`src/rtl/cic_pkg.sv`:
```
// Shared sizing helpers and types for the CIC interpolator and decimator.
// Default widths match the 16-bit, 3-stage, R up to 128 configuration.
package cic_pkg;

    localparam int CIC_DW     = 16;
    localparam int CIC_N      = 3;
    localparam int CIC_OS_MAX = 7;
    localparam int CIC_OS_W   = 3;

    function automatic int iw_calc(input int dw, input int n, input int os_max);
        return dw + n * os_max;
    endfunction

    localparam int CIC_IW = iw_calc(CIC_DW, CIC_N, CIC_OS_MAX);

    typedef logic signed [CIC_IW-1:0] cic_acc_t;

    // Normalising shift: the interpolator gain is R**(N-1).
    function automatic int shift_amt(input int n, input logic [CIC_OS_W-1:0] os);
        return (n - 1) * int'(os);
    endfunction

endpackage

```
`src/rtl/cic_integrator_stage.sv`:
```
// One wrapping IW-bit integrator register with synchronous clear.
// Overflow is intentional: the comb/integrator pair is exact modulo 2**W.
module cic_integrator_stage
    import cic_pkg::*;
#(
    parameter int W = CIC_IW
) (
    input  logic                clk,
    input  logic                reset_n,
    input  logic                clr_i,
    input  logic signed [W-1:0] din_i,
    output logic signed [W-1:0] acc_o
);

    logic signed [W-1:0] acc_q;
    logic signed [W-1:0] acc_d;

    always_comb begin
        acc_d = acc_q + din_i;
        if (clr_i) begin
            acc_d = '0;
        end
    end

    always_ff @(posedge clk or negedge reset_n) begin
        if (!reset_n) begin
            acc_q <= '0;
        end else begin
            acc_q <= acc_d;
        end
    end

    assign acc_o = acc_q;

endmodule

```
`src/rtl/cic_interp_filter.sv`:
```
// Hogenauer CIC interpolator: low-rate combs, zero-stuffing, full-rate integrators.
// The low rate is a phase counter on the single clock; gain is normalised to unity.
module cic_interp_filter
    import cic_pkg::*;
#(
    parameter int DW     = CIC_DW,
    parameter int N      = CIC_N,
    parameter int OS_MAX = CIC_OS_MAX
) (
    input  logic                 clk,
    input  logic                 reset_n,
    input  logic [CIC_OS_W-1:0]  os_sel,
    input  logic                 in_valid,
    output logic                 in_ready,
    input  logic signed [DW-1:0] in_data,
    output logic                 out_valid,
    output logic signed [DW-1:0] out_data,
    output logic                 underrun
);

    localparam int IW = iw_calc(DW, N, OS_MAX);
    localparam int PW = (OS_MAX > 0) ? OS_MAX : 1;

    typedef logic signed [IW-1:0] acc_t;

    logic [CIC_OS_W-1:0] os_q;
    logic                cfg_q;
    logic                run_q;
    logic                run_d;
    logic [PW-1:0]       phase_q;
    logic [PW-1:0]       phase_d;
    logic [PW-1:0]       phase_mask;
    logic                chg;
    logic                slot;
    logic                accept;

    acc_t                comb_d_q [N];
    acc_t                comb_x   [N];
    acc_t                comb_out;
    acc_t                z_q;
    acc_t                z_d;
    acc_t                integ    [N+1];

    logic [N:0]          vld_q;
    logic [N:0]          vld_d;
    logic                out_valid_q;
    logic                out_valid_d;
    logic signed [DW-1:0] out_q;
    logic signed [DW-1:0] out_d;

    // cfg_q masks the compare until os_q has captured os_sel once after reset.
    always_comb begin
        chg        = cfg_q && (os_sel != os_q);
        slot       = run_q && (phase_q == '0) && !chg;
        accept     = slot && in_valid;
        phase_mask = PW'((32'd1 << os_q) - 32'd1);
        run_d      = !chg;
        phase_d    = '0;
        if (run_q && !chg) begin
            phase_d = (phase_q + PW'(1)) & phase_mask;
        end
    end

    assign in_ready = slot;
    assign underrun = slot && !in_valid;

    // Comb chain: an underrun slot pushes a zero through, like a real sample.
    always_comb begin : comb_chain
        acc_t c;
        c = accept ? acc_t'(in_data) : '0;
        for (int k = 0; k < N; k++) begin
            comb_x[k] = c;
            c         = c - comb_d_q[k];
        end
        comb_out = c;
    end

    always_comb begin
        z_d         = slot ? comb_out : '0;
        vld_d       = chg ? '0 : {vld_q[N-1:0], accept};
        out_valid_d = chg ? 1'b0 : (out_valid_q | vld_q[N]);
        out_d       = chg ? '0 : DW'(integ[N] >>> shift_amt(N, os_q));
    end

    always_ff @(posedge clk or negedge reset_n) begin
        if (!reset_n) begin
            os_q        <= '0;
            cfg_q       <= 1'b0;
            run_q       <= 1'b0;
            phase_q     <= '0;
            z_q         <= '0;
            vld_q       <= '0;
            out_valid_q <= 1'b0;
            out_q       <= '0;
            for (int k = 0; k < N; k++) begin
                comb_d_q[k] <= '0;
            end
        end else begin
            os_q        <= os_sel;
            cfg_q       <= 1'b1;
            run_q       <= run_d;
            phase_q     <= phase_d;
            z_q         <= z_d;
            vld_q       <= vld_d;
            out_valid_q <= out_valid_d;
            out_q       <= out_d;
            for (int k = 0; k < N; k++) begin
                if (chg) begin
                    comb_d_q[k] <= '0;
                end else if (slot) begin
                    comb_d_q[k] <= comb_x[k];
                end
            end
        end
    end

    // Integrators run every clock on the zero-stuffed stream.
    assign integ[0] = z_q;

    for (genvar g = 0; g < N; g++) begin : g_integ
        cic_integrator_stage #(
            .W(IW)
        ) u_stage (
            .clk    (clk),
            .reset_n(reset_n),
            .clr_i  (chg),
            .din_i  (integ[g]),
            .acc_o  (integ[g+1])
        );
    end

    assign out_valid = out_valid_q;
    assign out_data  = out_q;

endmodule

```
`config.mk`:
```
export PLATFORM = sky130hd
export DESIGN_NAME = cic_interp_filter
export DESIGN_NICKNAME = d
export VERILOG_FILES = /design/src/rtl/cic_pkg.sv /design/src/rtl/cic_integrator_stage.sv /design/src/rtl/cic_interp_filter.sv
export SDC_FILE = /design/constraint.sdc
export NUM_CORES = 1
export LEC_CHECK = 0
export BUFFER_PORTS_ARGS = -buffer_cell sky130_fd_sc_hd__buf_2
export CAP_MARGIN = 15
export CORE_MARGIN = 2
export CORE_UTILIZATION = 26
export CTS_BUF_LIST = sky130_fd_sc_hd__clkbuf_4
export CTS_CLUSTER_SIZE = 20
export DETAILED_ROUTE_END_ITERATION = 8
export GPL_TIMING_DRIVEN = 0
export PLACE_DENSITY = 0.46
export SETUP_SLACK_MARGIN = 0.05
export SYNTH_ARGS = -nofsm -noshare
export SYNTH_HDL_FRONTEND = slang
export SYNTH_SLANG_ARGS = --single-unit
```
`constraint.sdc`:
```
create_clock -name clk -period 11.4 [get_ports clk]
set_input_delay 1.71 -clock clk [delete_from_list [all_inputs] [get_ports clk]]
set_output_delay 1.71 -clock clk [all_outputs]
set_load 0.1 [all_outputs]
```
==> run metrics, run 1 <==
total CTS buffers 69; number of maximum-capacitance constraint violations 0; number of clock sinks about 230; cell type contributing the most total cell area after synthesis dfrtp_1; type of the setup path with the least slack in -> reg; start point of the critical path os_sel[0]; count of cell types in the netlist 80; core region area a little over 60000 um2; fillers 6427; P per Cell Area 307 nW/um2; critical path endpoint category register; unrepaired setup endpoints after global routing false; static power due to leakage approximately 9 nW; post_cts resized 0; antenna violations before repair 2; share of layout cells above drive strength 1 around a tenth; count of vias placed by the detailed router around 12000; most frequently used flop master after synthesis dfrtp_1; critical path's largest stage delay around 0.63 ns; per-cell via count in the routed design between 4 and 5; worst-case clock buffer depth 3; first-pass iteration count of the detailed router 7; Global Route Usage Sum between 10% and 20%; highest fanout seen on the critical path 10; clock tree from TritonCTS done; number of design-rule violations left by the first detailed-router iteration between 500 and 600; count leader, synth dfrtp_1; average wire length per cell after detail routing 14.7 um; part of the Yosys area used for sequential elements roughly 36%; wire length of the first global-routing pass ~65000 um; area share of the largest cell type after synthesis a little over a third; maximum clock frequency about 100 MHz; number of nets produced by synthesis roughly 1900; endpoints failing hold 0; required time at the endpoint of the critical path ~12 ns; number of cells in the finished layout apart from fillers around 2700; number of flops mapped to enable cells by yosys 0; met1 wire length between 15000 and 20000 um; top metal layer carrying routed signals met4; sum of met3 wire segment lengths after detailed routing ~1400 um; number of hold buffers added after CTS 0; leading post-synthesis cells by cell area dfrtp_1, ha_1, a21o_1, nor2_1, a21oi_1; total length of routed met2 wires about 19000 um; number of nets still failing antenna checks after routing 0; Synth Area per Inst about 9 um2; global-route congestion overflow total 0; flip-flop and latch area 5730 um2; Detailed Place HPWL ~30000 um; Gate Count Post-Synth roughly 1700; Final period util 86.1%; status completed; number of nets in the layout between 2000 and 2500; Worst IR Drop VDD around 0.11 mV; Fin Clk Skew 0.0456 ns; die area between 60000 and 70000 um2; register bit total from synthesis approximately 230; cell type of the slowest stage on the worst timing path a2111oi_0; insertion delay of the later-clocked pin in the worst-skew pair 0.78 ns; Slew HR a little over a quarter; Post-Syn Area around 16000 um2; site row count 90; Clock transition at path regs ~0.050 ns; startpoint type of the worst setup path input pin; synth cell count leaders dfrtp_1, nor2_1, ha_1, a21oi_1, nand2_1; post-CTS setup repair buffer count 0; number of failing setup endpoints in the final timing report 0; share of async-settable or async-resettable flops after synthesis 100%; Final Max Slew Viols 0; Clk Tree Root Cell clkbuf_4; count of input and output buffers 40; total power of the final layout about 0.0055 W; hold path startpoint vld_q[2]; initial core utilization a little over a quarter; number of global-route vias before repair ~13000; area growth from synthesis to layout 12.6%; measured slew at the worst slew-check pin about 1.1 ns; post-detailed-route DRC marker count 0; area of the multi-input gates roughly 9700 um2; Crit path arrival time approximately 10 ns; final critical path time including I/O delays and setup approximately 9.8 ns; Yosys warning count 0; type of the most critical hold path reg -> reg; total number of H-tree levels 3; die span in y about 250 um; Placed Instances 2572; width of the die around 250 um; GPL Wtd Cong roughly 0.86; worst flop-to-flop path startpoint phase_q[0]; number of ports placed on the die boundary slightly above 40; setup_tns 0 ns; WL final 39500 um; maximum number of pins on one net before global-route repair around 120
-- layout by cell type, fill, tap and decap left out, types with 6 or more instances in the layout --
cell and count:
dfrtp_1 229, nor2_1 204, ha_1 163, a21oi_1 149, nand2_1 130, a21o_1 113, inv_1 108, clkbuf_4 95
xnor2_1 72, o21ai_0 63, xor2_1 63, clkbuf_1 44, buf_2 39, nor3_1 34, and2_1 31, o21a_1 30
mux2i_1 27, nand3_1 23, a211oi_1 23, nor2b_1 21, nand2b_1 21, mux4_2 16, and3_1 13, o21bai_1 13
clkinv_1 12, nand4_1 8, o211ai_1 8, a22o_1 8, o31a_1 7, buf_1 7, a41oi_1 7, o31ai_1 7
a21boi_1 7, o21ai_1 6, or3_1 6, fa_1 6
-- cells by family (layout without fill, tap and decap cells) --
group / Yosys count / count (layout) / share of synthesized area [%]
other: 1 / 4 / 0.0234
AO/OA/AOI/OAI: 506 / 506 / 21.2
flip-flops: 229 / 229 / 35.8
XOR/XNOR: 135 / 135 / 7.39
AND/OR/NAND/NOR: 504 / 504 / 14.2
multiplexers: 43 / 43 / 3.94
buffers and inverters: 162 / 314 / 3.85
adder cells (fa/ha/maj): 169 / 169 / 13.5
-- final timing paths --
| check | endpoint | slack, ns | cells past startpoint |
|---|---|---|---|
| hold reg to reg | vld_q[3] | 0.44 | 1 |
| setup / recovery | z_q[29] | 1.59 | 39 |
| min in group asynchronous | comb_d_q[65] | 1.02 | 1 |
| hold / removal | vld_q[3] | 0.44 | 1 |
| max in group asynchronous | g_integ[2].u_stage.acc_o[2] | 9.22 | 2 |
| setup reg to reg | z_q[29] | 1.76 | 40 |
-- area by class of cell --
| cell class | instances | share of cell area [%] |
|---|---|---|
| tap | 782 | 5.43 |
| inverter | 110 | 2.29 |
| multi-input combinational | 1358 | 53.6 |
| clock inverter | 16 | 0.479 |
| clock buffer | 95 | 3.96 |
| antenna | 3 | 0.0417 |
| buffer | 52 | 1.12 |
| timing repair buffer | 41 | 1.32 |
| sequential | 229 | 31.8 |
-- flip-flops by register name (all words and copies together), names as in the netlist --
name                   flops
phase_q                    7
os_q                       3
out_valid                  1
comb_d_q                  76
z_q                       30
run_q                      1
g_integ.u_stage.acc_o     90
out_data                  16
vld_q                      4
cfg_q                      1
-- power by group --
| part | internal, W | switching, W | total, W |
|---|---|---|---|
| logic | 0.00151 | 0.00204 | 0.00356 |
| clock network | 0.000402 | 0.000362 | 0.000764 |
| registers | 0.00104 | 0.000163 | 0.00121 |
-- through the flow --
stage	cell area (um2)	worst slack [ns]	utilization, %	hold WS, ns
after floorplan	16000	2.59	-	0.428
after detailed placement	17200	0.670	28.4	0.437
final	18000	1.59	29.7	0.443
after global placement	17200	0.760	28.4	0.433
after global routing	18000	0.887	29.7	0.489
after CTS	18000	1.50	29.7	0.449
-- worst max-delay path: cells and delay by family --
kind            cells  cell delay (ns)
compound gates     18             4.35
xor+xnor            3             0.57
fa+ha+maj           4             1.08
buf+inv             5             1.17
simple gates        9             1.53
-- layer usage --
layer,track usage [%],vias up
li1,-,6458
met1,16.0,5787
met2,21.7,183
met3,2.94,65
met4,3.94,0
met5,0,-
(Power assumes the default switching activity.)
==> inputs of run 2 (changes only) <==
--- a/config.mk
+++ b/config.mk
@@ -5,6 +5,7 @@
 export SDC_FILE = /design/constraint.sdc
 export NUM_CORES = 1
 export LEC_CHECK = 0
+export ABC_AREA = 0
 export BUFFER_PORTS_ARGS = -buffer_cell sky130_fd_sc_hd__buf_2
 export CAP_MARGIN = 15
 export CORE_MARGIN = 2
@@ -17,4 +18,5 @@
 export SETUP_SLACK_MARGIN = 0.05
 export SYNTH_ARGS = -nofsm -noshare
 export SYNTH_HDL_FRONTEND = slang
+export SYNTH_HIERARCHICAL = 1
 export SYNTH_SLANG_ARGS = --single-unit
==> run metrics, run 2 <==
status completed; width of the die 264 um (+4.7%); number of hold buffers added after CTS 0 (unchanged); number of buffers and inverters on the critical path 5 (unchanged); type of the most critical hold path reg -> reg; critical path endpoint category register; Fin Clk Skew 0.0461 ns (+0.000468 ns); Int Power 0.00310 W (+4.9%); clock tree from TritonCTS done; number of nets in the layout 2310 (+13%); Clk network pwr share 13.1% (-0.7 points); average wire length per cell after detail routing 15.3 um (+3.9%); number of maximum-capacitance constraint violations 0 (unchanged); number of design-rule violations left by the first detailed-router iteration 654 (+29%); die span in y 264 um (+4.7%); Slew HR 29.5% (+2.6 points); static power due to leakage 9.15 nW (+3.0%); number of nets still failing antenna checks after routing 0 (unchanged); WL final 46500 um (+18%); area growth from synthesis to layout 12.5%; number of clock sinks 229 (unchanged); combinational group share of total power 66.5% (+2.1 points); maximum clock frequency 107 MHz (+4.8%); type of the setup path with the least slack in -> reg; wire length of the first global-routing pass 75500 um (+17%); first-pass iteration count of the detailed router 5 (-2); GPL Wtd Cong 0.889 (+3.0%); kind of cell adding the most delay to the critical path compound AO/OA/AOI/OAI gates; Clk Tree Root Cell clkbuf_4; Global Route Usage Sum 13.5% (+0.78 points); Post-Place Worst Slack 1.14 ns (+0.472 ns); maximum number of pins on one net before global-route repair 117 (-3.3%); most common cell after layout, fill and taps aside dfrtp_1; post_cts resized 0 (unchanged); number of failing setup endpoints in the final timing report 0 (unchanged); number of flip-flops under the largest register name 90 (unchanged); total CTS buffers 69 (unchanged); Synth Area per Inst 8.78 um2 (-4.0%); Final Max Slew Viols 0 (unchanged); per-cell via count in the routed design 4.69 (+0.94%); dominant cell type by count on the critical path a21oi_1; total number of H-tree levels 3 (unchanged); Post-Syn Area 17600 um2 (+9.7%); critical path's largest stage delay 0.46 ns (-0.17 ns); worst-case clock buffer depth 3 (unchanged); post-route setup slack 2.04 ns (+0.451 ns); insertion delay of the later-clocked pin in the worst-skew pair 0.81 ns (+0.03 ns); count of vias placed by the detailed router 14300 (+14%); antenna violations before repair 4 (+2); unrepaired setup endpoints after global routing false; cell type of the slowest stage on the worst timing path fa_1; Detailed Place HPWL 36400 um (+19%); initial core utilization 26.2% (-0.22 points); required time at the endpoint of the critical path 12.05 ns (+0.03 ns); Clock transition at path regs 0.06 ns (about the same); endpoints failing hold 0 (unchanged); area of the multi-input gates 10900 um2 (+13%); Worst IR Drop VDD 0.125 mV (+9.4%); highest fanout seen on the critical path 10 (unchanged); number of nets produced by synthesis 2198 (+13%); measured slew at the worst slew-check pin 1.05 ns (-0.0431 ns); core region area 67000 um2 (+11%); smallest hold slack 0.456 ns (+0.0128 ns); setup_tns 0 ns (unchanged); count of input and output buffers 40 (unchanged); post-CTS setup repair buffer count 0 (unchanged); Gate Count Post-Synth 2000 (+14%); Net Sw Frac 48.9% (+2.4 points); final critical path time including I/O delays and setup 9.36 ns (-0.451 ns); fillers 7227 (+12%); most used cells in the layout excluding fill and tap cells dfrtp_1, nor2_1, nand2_1; Switching Power 0.00296 W (+15%); number of ports placed on the die boundary 41 (unchanged); P per Cell Area 307 nW/um2 (+0.18%); startpoint type of the worst setup path input pin; post-detailed-route DRC marker count 0 (unchanged); number of global-route vias before repair 14700 (+15%); share of layout cells above drive strength 1 12.2% (+2.8 points); Crit path arrival time 10.02 ns (-0.41 ns); global-route congestion overflow total 0 (unchanged); Yosys warning count 6 (+6); site row count 95 (+5.6%); die area 69600 um2 (+9.6%); flip-flop and latch area 5730 um2 (unchanged); Final period util 82.1% (-4.0 points); proportion of power drawn by flip-flops and latches 20.4% (-1.4 points)
## run 2: routing by layer
layer | global-route usage, % | part of all wire (%) | vias to the layer above
li1 | - | - | 7384
met5 | 0 | 0 | -
met1 | 16.3 | 45 | 6529
met3 | 2.87 | 3.8 | 108
met2 | 23.5 | 48 | 247
met4 | 5.34 | 3.6 | 0
## run 2: area by class of cell
cell class | instances | share of cell area [%]
inverter | 113 | 2.15
timing repair buffer | 41 | 1.20
clock buffer | 100 | 3.80
buffer | 97 | 2.32
antenna | 7 | 0.0887
sequential | 229 | 29.0
multi-input combinational | 1561 | 55.4
tap | 873 | 5.53
clock inverter | 18 | 0.475
## run 2: stage by stage
step	util (%)	power [W]	area (um2)	std cells
CTS	29.4	0.00612	19700	3032
floorplan	-	0.00440	17600	2000
finish	29.5	0.00607	19700	3039
detailed placement	28.2	0.00527	18900	2914
global placement	28.1	0.00524	18800	2913
global route	29.5	0.00672	19700	3038
## run 2: power by group through the flow
stage	clock (W)	combinational, W	sequential [W]
floorplan	0	0.00315	0.00125
detailed placement	0	0.00401	0.00126
global route	0.000885	0.00456	0.00127
global placement	0	0.00399	0.00125
finish	0.000794	0.00403	0.00124
CTS	0.000843	0.00403	0.00124
## run 2: final timing paths
check	slack, ns	startpoint	cells past startpoint	end
min in group asynchronous	1.02	reset_n	1	g_integ[2].u_stage/acc_o[3]
max in group asynchronous	9.30	reset_n	2	comb_d_q[82]
worst min-delay path	0.46	vld_q[1]	1	vld_q[2]
worst max-delay path	2.04	os_sel[0]	36	z_q[28]
worst min register to register	0.46	vld_q[1]	1	vld_q[2]
worst max register to register	2.54	os_q[1]	39	z_q[28]
